<file path="src/rtl/dbg_abstract_cmd_ctrl.sv">
// Access Register abstract command sequencer: validates a command and runs one RF/CSR transfer to or from data0.
// Optional build macro DBG_ABS_POSTINC_EN enables aarpostincrement (regno+1 written back to the command register).
//
// state | meaning
// IDLE  | waiting for a command write
// CHECK | validate latched command, pick target bus
// XFER  | bus request outstanding, timeout counter running
// DONE  | success; postincrement write-back
// ERR   | pulse cmderr code
module dbg_abstract_cmd_ctrl #(
    parameter int unsigned TIMEOUT_CYCLES = 256,
    parameter int unsigned GPR_COUNT      = 32
) (
    input  logic        iClk,
    input  logic        iRst,
    input  logic        iCmdValid,
    input  logic [31:0] iCmd,
    input  logic        iCmdErrNz,
    input  logic        iHalted,
    input  logic [31:0] iData0,
    output logic        oData0We,
    output logic [31:0] oData0,
    output logic        oCmdWe,
    output logic [31:0] oCmd,
    output logic        oBusy,
    output logic        oErrSet,
    output logic [2:0]  oErrCode,
    output logic        oRfReq,
    output logic        oRfWe,
    output logic [4:0]  oRfAddr,
    output logic [31:0] oRfWData,
    input  logic        iRfAck,
    input  logic [31:0] iRfRData,
    output logic        oCsrReq,
    output logic        oCsrWe,
    output logic [11:0] oCsrAddr,
    output logic [31:0] oCsrWData,
    input  logic        iCsrAck,
    input  logic        iCsrErr,
    input  logic [31:0] iCsrRData
);

`ifdef DBG_ABS_POSTINC_EN
    localparam bit POSTINC_EN = 1'b1;
`else
    localparam bit POSTINC_EN = 1'b0;
`endif

    localparam int          CNT_W    = (TIMEOUT_CYCLES > 1) ? $clog2(TIMEOUT_CYCLES) : 1;
    localparam logic [CNT_W-1:0] CNT_LAST = CNT_W'(TIMEOUT_CYCLES - 1);
    localparam logic [16:0] GPR_BASE = 17'h01000;
    localparam logic [16:0] GPR_END  = 17'(32'h1000 + GPR_COUNT);

    localparam logic [2:0] ERR_BUSY       = 3'd1;
    localparam logic [2:0] ERR_NOT_SUPP   = 3'd2;
    localparam logic [2:0] ERR_EXCEPTION  = 3'd3;
    localparam logic [2:0] ERR_HALT_RESUM = 3'd4;
    localparam logic [2:0] ERR_BUS        = 3'd5;

    typedef enum logic [2:0] {
        S_IDLE,
        S_CHECK,
        S_XFER,
        S_DONE,
        S_ERR
    } state_t;

    state_t            state_q, state_d;
    logic [31:0]       cmd_q, cmd_d;
    logic [CNT_W-1:0]  cnt_q, cnt_d;
    logic [2:0]        err_code_q, err_code_d;
    logic              req_rf_q, req_rf_d;
    logic              req_csr_q, req_csr_d;
    logic              we_q, we_d;
    logic [11:0]       addr_q, addr_d;
    logic [31:0]       wdata_q, wdata_d;
    logic              data0_we_q, data0_we_d;
    logic [31:0]       data0_q, data0_d;
    logic              cmd_we_q, cmd_we_d;
    logic [31:0]       cmd_wr_q, cmd_wr_d;

    logic [7:0]  cmd_type;
    logic [2:0]  cmd_size;
    logic        cmd_postinc, cmd_postexec, cmd_transfer, cmd_write;
    logic [15:0] cmd_regno;
    logic        is_csr, is_gpr;
    logic        postinc_fire;
    logic [31:0] cmd_next;
    logic        xfer_ack;
    logic        collide;

    assign cmd_type     = cmd_q[31:24];
    assign cmd_size     = cmd_q[22:20];
    assign cmd_postinc  = cmd_q[19];
    assign cmd_postexec = cmd_q[18];
    assign cmd_transfer = cmd_q[17];
    assign cmd_write    = cmd_q[16];
    assign cmd_regno    = cmd_q[15:0];

    assign is_csr       = cmd_regno <= 16'h0FFF;
    assign is_gpr       = ({1'b0, cmd_regno} >= GPR_BASE) && ({1'b0, cmd_regno} < GPR_END);
    assign postinc_fire = POSTINC_EN && cmd_postinc;
    assign cmd_next     = {cmd_q[31:16], cmd_regno + 16'd1};
    assign xfer_ack     = req_csr_q ? iCsrAck : iRfAck;

    always_ff @(posedge iClk or posedge iRst) begin
        if (iRst) begin
            state_q    <= S_IDLE;
            cmd_q      <= '0;
            cnt_q      <= '0;
            err_code_q <= '0;
            req_rf_q   <= 1'b0;
            req_csr_q  <= 1'b0;
            we_q       <= 1'b0;
            addr_q     <= '0;
            wdata_q    <= '0;
            data0_we_q <= 1'b0;
            data0_q    <= '0;
            cmd_we_q   <= 1'b0;
            cmd_wr_q   <= '0;
        end else begin
            state_q    <= state_d;
            cmd_q      <= cmd_d;
            cnt_q      <= cnt_d;
            err_code_q <= err_code_d;
            req_rf_q   <= req_rf_d;
            req_csr_q  <= req_csr_d;
            we_q       <= we_d;
            addr_q     <= addr_d;
            wdata_q    <= wdata_d;
            data0_we_q <= data0_we_d;
            data0_q    <= data0_d;
            cmd_we_q   <= cmd_we_d;
            cmd_wr_q   <= cmd_wr_d;
        end
    end

    always_comb begin
        state_d    = state_q;
        cmd_d      = cmd_q;
        cnt_d      = cnt_q;
        err_code_d = err_code_q;
        req_rf_d   = req_rf_q;
        req_csr_d  = req_csr_q;
        we_d       = we_q;
        addr_d     = addr_q;
        wdata_d    = wdata_q;
        data0_we_d = 1'b0;
        data0_d    = '0;
        cmd_we_d   = 1'b0;
        cmd_wr_d   = '0;

        case (state_q)
            S_IDLE: begin
                if (iCmdValid && !iCmdErrNz) begin
                    cmd_d   = iCmd;
                    state_d = S_CHECK;
                end
            end

            S_CHECK: begin
                if ((cmd_type != 8'd0) || (cmd_transfer && (cmd_size != 3'd2)) ||
                    cmd_postexec || (cmd_postinc && !POSTINC_EN)) begin
                    state_d    = S_ERR;
                    err_code_d = ERR_NOT_SUPP;
                end else if (!iHalted) begin
                    state_d    = S_ERR;
                    err_code_d = ERR_HALT_RESUM;
                end else if (!cmd_transfer) begin
                    state_d  = S_DONE;
                    cmd_we_d = postinc_fire;
                    cmd_wr_d = postinc_fire ? cmd_next : '0;
                end else if (is_csr || is_gpr) begin
                    state_d   = S_XFER;
                    req_csr_d = is_csr;
                    req_rf_d  = is_gpr;
                    we_d      = cmd_write;
                    addr_d    = cmd_regno[11:0];
                    wdata_d   = iData0;
                    cnt_d     = '0;
                end else begin
                    state_d    = S_ERR;
                    err_code_d = ERR_EXCEPTION;
                end
            end

            S_XFER: begin
                if (xfer_ack || (cnt_q == CNT_LAST)) begin
                    req_rf_d  = 1'b0;
                    req_csr_d = 1'b0;
                    we_d      = 1'b0;
                    addr_d    = '0;
                    wdata_d   = '0;
                    cnt_d     = '0;
                end
                if (xfer_ack) begin
                    if (req_csr_q && iCsrErr) begin
                        state_d    = S_ERR;
                        err_code_d = ERR_EXCEPTION;
                    end else begin
                        state_d    = S_DONE;
                        data0_we_d = !we_q;
                        data0_d    = we_q ? '0 : (req_csr_q ? iCsrRData : iRfRData);
                        cmd_we_d   = postinc_fire;
                        cmd_wr_d   = postinc_fire ? cmd_next : '0;
                    end
                end else if (cnt_q == CNT_LAST) begin
                    state_d    = S_ERR;
                    err_code_d = ERR_BUS;
                end else begin
                    cnt_d = cnt_q + CNT_W'(1);
                end
            end

            S_DONE:  state_d = S_IDLE;
            S_ERR:   state_d = S_IDLE;
            default: state_d = S_IDLE;
        endcase
    end

    // A collision pulse is combinational so the debugger sees cmderr=1 in the write cycle itself.
    assign oBusy    = (state_q != S_IDLE);
    assign collide  = iCmdValid && oBusy;
    assign oErrSet  = (state_q == S_ERR) || collide;
    assign oErrCode = (state_q == S_ERR) ? err_code_q : (collide ? ERR_BUSY : 3'd0);

    assign oData0We  = data0_we_q;
    assign oData0    = data0_q;
    assign oCmdWe    = cmd_we_q;
    assign oCmd      = cmd_wr_q;

    assign oRfReq    = req_rf_q;
    assign oRfWe     = req_rf_q && we_q;
    assign oRfAddr   = req_rf_q ? addr_q[4:0] : 5'd0;
    assign oRfWData  = req_rf_q ? wdata_q : '0;
    assign oCsrReq   = req_csr_q;
    assign oCsrWe    = req_csr_q && we_q;
    assign oCsrAddr  = req_csr_q ? addr_q : 12'd0;
    assign oCsrWData = req_csr_q ? wdata_q : '0;

endmodule
</file>
<file path="config.mk">
export PLATFORM = sky130hd
export DESIGN_NAME = dbg_abstract_cmd_ctrl
export DESIGN_NICKNAME = d
export VERILOG_FILES = /design/src/rtl/dbg_abstract_cmd_ctrl.sv
export SDC_FILE = /design/constraint.sdc
export NUM_CORES = 1
export LEC_CHECK = 0
export ABC_AREA = 1
export CAP_MARGIN = 40
export CORE_MARGIN = 3
export CORE_UTILIZATION = 30
export CTS_BUF_LIST = sky130_fd_sc_hd__clkbuf_8
export DETAILED_ROUTE_END_ITERATION = 7
export GPL_ROUTABILITY_DRIVEN = 0
export HOLD_SLACK_MARGIN = 0.15
export SETUP_SLACK_MARGIN = 0.02
export SYNTH_ARGS = -nofsm -noshare
export SYNTH_HDL_FRONTEND = slang
export SYNTH_SLANG_ARGS = --single-unit
</file>
<file path="constraint.sdc">
create_clock -name iClk -period 10.61 [get_ports iClk]
set_clock_uncertainty 0.2 [all_clocks]
set_input_delay 1.061 -clock iClk [delete_from_list [all_inputs] [get_ports iClk]]
set_output_delay 1.061 -clock iClk [all_outputs]
set_load 0.01 [all_outputs]
</file>
---- Word level (Yosys, flattened, before mapping) ----
Cells that the tools add are included.
operators by class
  add/sub/neg operators ................... 1
  $lt $le $gt $ge ......................... 3
  eq/ne operators ......................... 15
  muxes and demuxes ....................... 68
  reduce and logical (&&, ||, !) cells .... 24
operators with widths
  cell                    count
  $mux W32                12
  $mux W12                6
  $pmux W32 S2            1
  $mux W8                 7
  $mux W3                 16
  $pmux W12 S2            1
  $mux W1                 18
  $ge A16 B13 Y1 const B  1
  $le A16 B12 Y1 const B  1
  $lt A16 B13 Y1 const B  1
  $pmux W8 S2             1
  $ne A2 B2 Y1 const B    6
  $reduce_and A5 Y1       2
  $pmux W3 S3             1
  $add A8 B1 Y8 const B   1
  $eq A8 B8 Y1 const B    1
  $ne A4 B4 Y1 const B    2
  $reduce_bool A8 Y1      1
  $logic_and A1 B1 Y1     7
  $logic_or A1 B1 Y1      6
  $ne A3 B3 Y1 const B    2
  $pmux W1 S2             3
  $pmux W3 S2             1
  $reduce_and A6 Y1       1
  10 further kinds        12
word-level totals
  bits in registers ....................... 126
  bits of input ports ..................... 136
  output and inout bits ................... 156
  logic and storage cells ................. 122

---- Depth between registers and ports, before layout ----
  depth after elaboration ................. 8
  mapped depth ............................ 12
  depth with buffers taken out ............ 11

---- Worst setup path after synthesis ----
No wires, ideal clock.
  kind .................................... in2out
  start ................................... input port iCmdValid
  end ..................................... output port oErrCode[0]
  arrival time ............................ 1384 ps
  data required time ...................... 9349 ps
  setup slack ............................. 7965 ps
  stages on the path ...................... 2
  path buffers ............................ 0
  path through ............................ inv_1 > o21ai_0
on the way
  longest elaborated chain between the ends .. 3
RTL lines
  what                 RTL line  source
  start: declaration   16        input logic iCmdValid,
  $logic_and A1 B1 Y1  223       assign collide = iCmdValid && oBusy;
  $mux W1              225       assign oErrCode = (state_q == S_ERR) ? err_code_q : (collide ? ERR_BUSY : 3'd0);
  $mux W3              225
  end: declaration     27        output logic [2:0] oErrCode,
No other way between the ends.

---- Final worst setup path ----
  start ................................... input port iCmdValid
  end ..................................... output port oErrSet
on the way
  longest elaborated chain between the ends .. 2
RTL lines
  what                 RTL line  source
  $logic_and A1 B1 Y1  223
  $logic_or A1 B1 Y1   224       assign oErrSet = (state_q == S_ERR) || collide;
  end: declaration     26        output logic oErrSet,
No other way between the ends.

==> flow_metrics.py <==
metrics = {
    "run_status": {
        "status": "completed",
    },
    "cts": {
        "cts_buffer_depth": 2,
        "cts_resized": 0,
        "cts-buffers-inserted": 17,
        "clock_sinks": 125,
        "clock_tree.root_cell": "clkbuf_8",
        "postCtsSetupRepairBufs": 0,
        "clk-insertion-delay-late_ns": 0.43,
        "cts_tree": "done",
        "clkTransAtPathRegs_ns": 0.07,
        "cts_max_level": 4,
        "ctsHoldBuffers": 0,
    },
    "setup_path": {
        "cp_num_cells": 4,
        "cp_common_cell": "clkdlybuf4s50_1",
        "crit_chain": "clkdlybuf4s50_1, inv_1, o21ai_0, clkdlybuf4s50_1",
        "critPathRequiredTime_ns": 9.35,
        "rrSetupSlack_ns": 7.47,
        "r2r_cells": 11,
        "startpoint_type": "primary input",
        "rr_startpoint": "oCsrReq",
        "path_delay_family": "buffers and inverters",
        "critPathBufInv": 3,
        "worst_path_largest_cell_delay_ns": 0.57,
        "r2r_end": "addr_q[5]",
        "path_class": "primary input to output pin",
        "crit_start": "iCmdValid",
        "critPathCaptureType": "output pin",
        "critPathSlowestCell": "clkdlybuf4s50_1",
        "endpoint": "oErrSet",
        "worstPathMaxFanout": 3,
        "worstPathArrival_ns": 2.32,
    },
    "global_route": {
        "grt_usage_pct": 16.6,
        "antenna_found_initial": 0,
        "grt_max_degree": 75,
        "grt_pass1_wl_mm": 31.4,
        "grt.overflow.total": 0,
        "grt_pass1_vias": 5707,
    },
    "synthesis": {
        "yosys.area.top_type_share_pct": 47.8,
        "syn_area_um2": 6540,
        "synth_edf_count": 0,
        "yosys.cell_count.top_type": "nand2_1",
        "ys_seq_area_share_pct": 47.8,
        "synth_flop_cell": "dfrtp_1",
        "synth_cells": 842,
        "netlist_top_cells_area": "dfrtp_1 (48%), nand2_1 (19%), inv_1 (6.3%)",
        "ys_types": 31,
        "synth_area_leader_cell": "dfrtp_1",
        "synth-seq-cells": 125,
        "synthTopCellsByCount": "nand2_1 (327), dfrtp_1 (125), inv_1 (110)",
        "avgSynthCellArea_um2": 7.77,
        "async_flop_share_pct": 100,
        "yosysWarnings": 0,
    },
    "drt": {
        "wl_met3_mm": 1.21,
        "wl_per_cell_um": 14.6,
        "first_iter_violations": 262,
        "drc": 0,
        "postRouteAntennaNets": 0,
        "top_layer_used": "met4",
        "drt_pass1_iterations": 4,
        "via_per_inst": 4.33,
        "routed_wl_mm": 20.0,
        "wl_met2_mm": 9.85,
        "via_count": 5938,
        "wl_met1_mm": 8.61,
    },
    "placement": {
        "pre_cts_slack_ns": 6.82,
        "portBuffers": 257,
        "dp.final_hpwl_mm": 14.3,
    },
    "floorplan": {
        "num_rows": 53,
        "coreArea_um2": 21200,
        "start_util_pct": 30.8,
        "io_pins": 292,
        "die-area_um2": 23600,
        "die_w_um": 154,
        "die_y_um": 154,
    },
    "timing": {
        "slew_viol_final": 0,
        "slew_headroom_pct": 44.6,
        "period_share_pct": 33.7,
        "rsz0062_at_grt": "no",
        "setup_tns_ns": 0,
        "worst_slew_pin_slew_ns": 0.831,
        "setup_viol": 0,
        "setup_slack_ns": 7.03,
        "min_period_ns": 3.58,
        "fmax_mhz": 279,
        "hold_viol_final": 0,
    },
    "final_layout": {
        "nNetsFinal": 1220,
        "drive_gt1_share_pct": 7.39,
        "syn_to_final_growth_pct": 48.7,
        "antennaDiodeCount": 0,
        "final_util_pct": 45.8,
    },
    "power_and_ir_drop": {
        "p_per_area_nw_per_um2": 139,
        "ir_worst_vdd_mv": 0.102,
        "leakage_nw": 5.11,
    },
    "run": {
        "drv_cap": 0,
    },
    "worst_hold_path": {
        "min_path_type": "register to register",
    },
}
==> how the worst min path moves through the flow <==
stage	slack [ns]	end	start	depth (start not counted)
5_1_grt	0.30	err_code_q[1]	err_code_q[1]	2
6_report	0.28	err_code_q[1]	err_code_q[1]	2
3_3_place_gp	0.25	addr_q[6]	addr_q[6]	2
3_5_place_dp	0.26	addr_q[8]	addr_q[8]	2
2_1_floorplan	0.24	addr_q[11]	addr_q[11]	2
4_1_cts	0.28	err_code_q[1]	err_code_q[1]	2
==> stage by stage <==
step	cells	hold slack [ns]	cell area, um2	power, mW
finish	1371	0.277	9730	1.35
global route	1371	0.302	9730	1.43
CTS	1371	0.281	9730	1.38
detailed placement	1339	0.260	9260	0.876
global placement	1333	0.255	9140	0.864
floorplan	874	0.242	6660	0.769
==> flip-flops by register name, summed over array words and instances (netlist names), 3 cells and up <==
name,count
oData0,32
wdata_q,32
cmd_q,31
cnt_q,8
err_code_q,3
state_q,3
addr_q,12
==> area by class of cell <==
| class | count | area (um2) |
|---|---|---|
| clock buffer | 18 | 248 |
| clock inverter | 14 | 215 |
| fill | 2141 | 11500 |
| inverter | 113 | 429 |
| multi-input combinational | 559 | 2630 |
| sequential | 125 | 3130 |
| tap | 275 | 344 |
| timing repair buffer | 267 | 2730 |
==> worst min-delay path: cells and delay by family, from the launching register on <==
family | cells | cell delay (ns)
and+or+nand+nor | 2 | 0.09
DFF | 1 | 0.35
==> where the power goes <==
group	internal (mW)	switching [mW]
registers	0.545	0.0372
logic	0.141	0.139
clock network	0.286	0.203
==> layer usage <==
metal | track usage [%] | up-vias
met5 | 0 | -
met4 | 4.88 | 0
met3 | 4.05 | 18
met2 | 28.1 | 198
met1 | 21.2 | 2750
li1 | - | 2972
==> cell usage in the layout (no fill, tap or decap), types with 3 or more instances in the layout <==
cell type	n
bufinv_16	5
a21oi_1	40
inv_1	110
nand3b_1	42
nand3_1	23
nand2_1	327
nand3_2	3
dfrtp_1	124
inv_2	3
nand4_1	4
inv_6	3
o21ai_0	3
conb_1	33
buf_4	5
mux2_2	23
o21ai_1	8
buf_12	3
clkinvlp_4	4
nor2_1	37
clkbuf_8	18
clkdlybuf4s50_1	257
==> cells by family after synthesis <==
family | after synthesis | synth area share, %
adders and majority gates | 1 | 0.191
DFF | 125 | 47.8
muxes | 23 | 3.96
and+or+nand+nor | 444 | 29.2
xor gates and xnor gates | 1 | 0.134
other | 1 | 0.0573
buffers and inverters | 190 | 14.1
AOI/OAI and AO/OA | 57 | 4.63
Power figures use the tool's default switching activity.
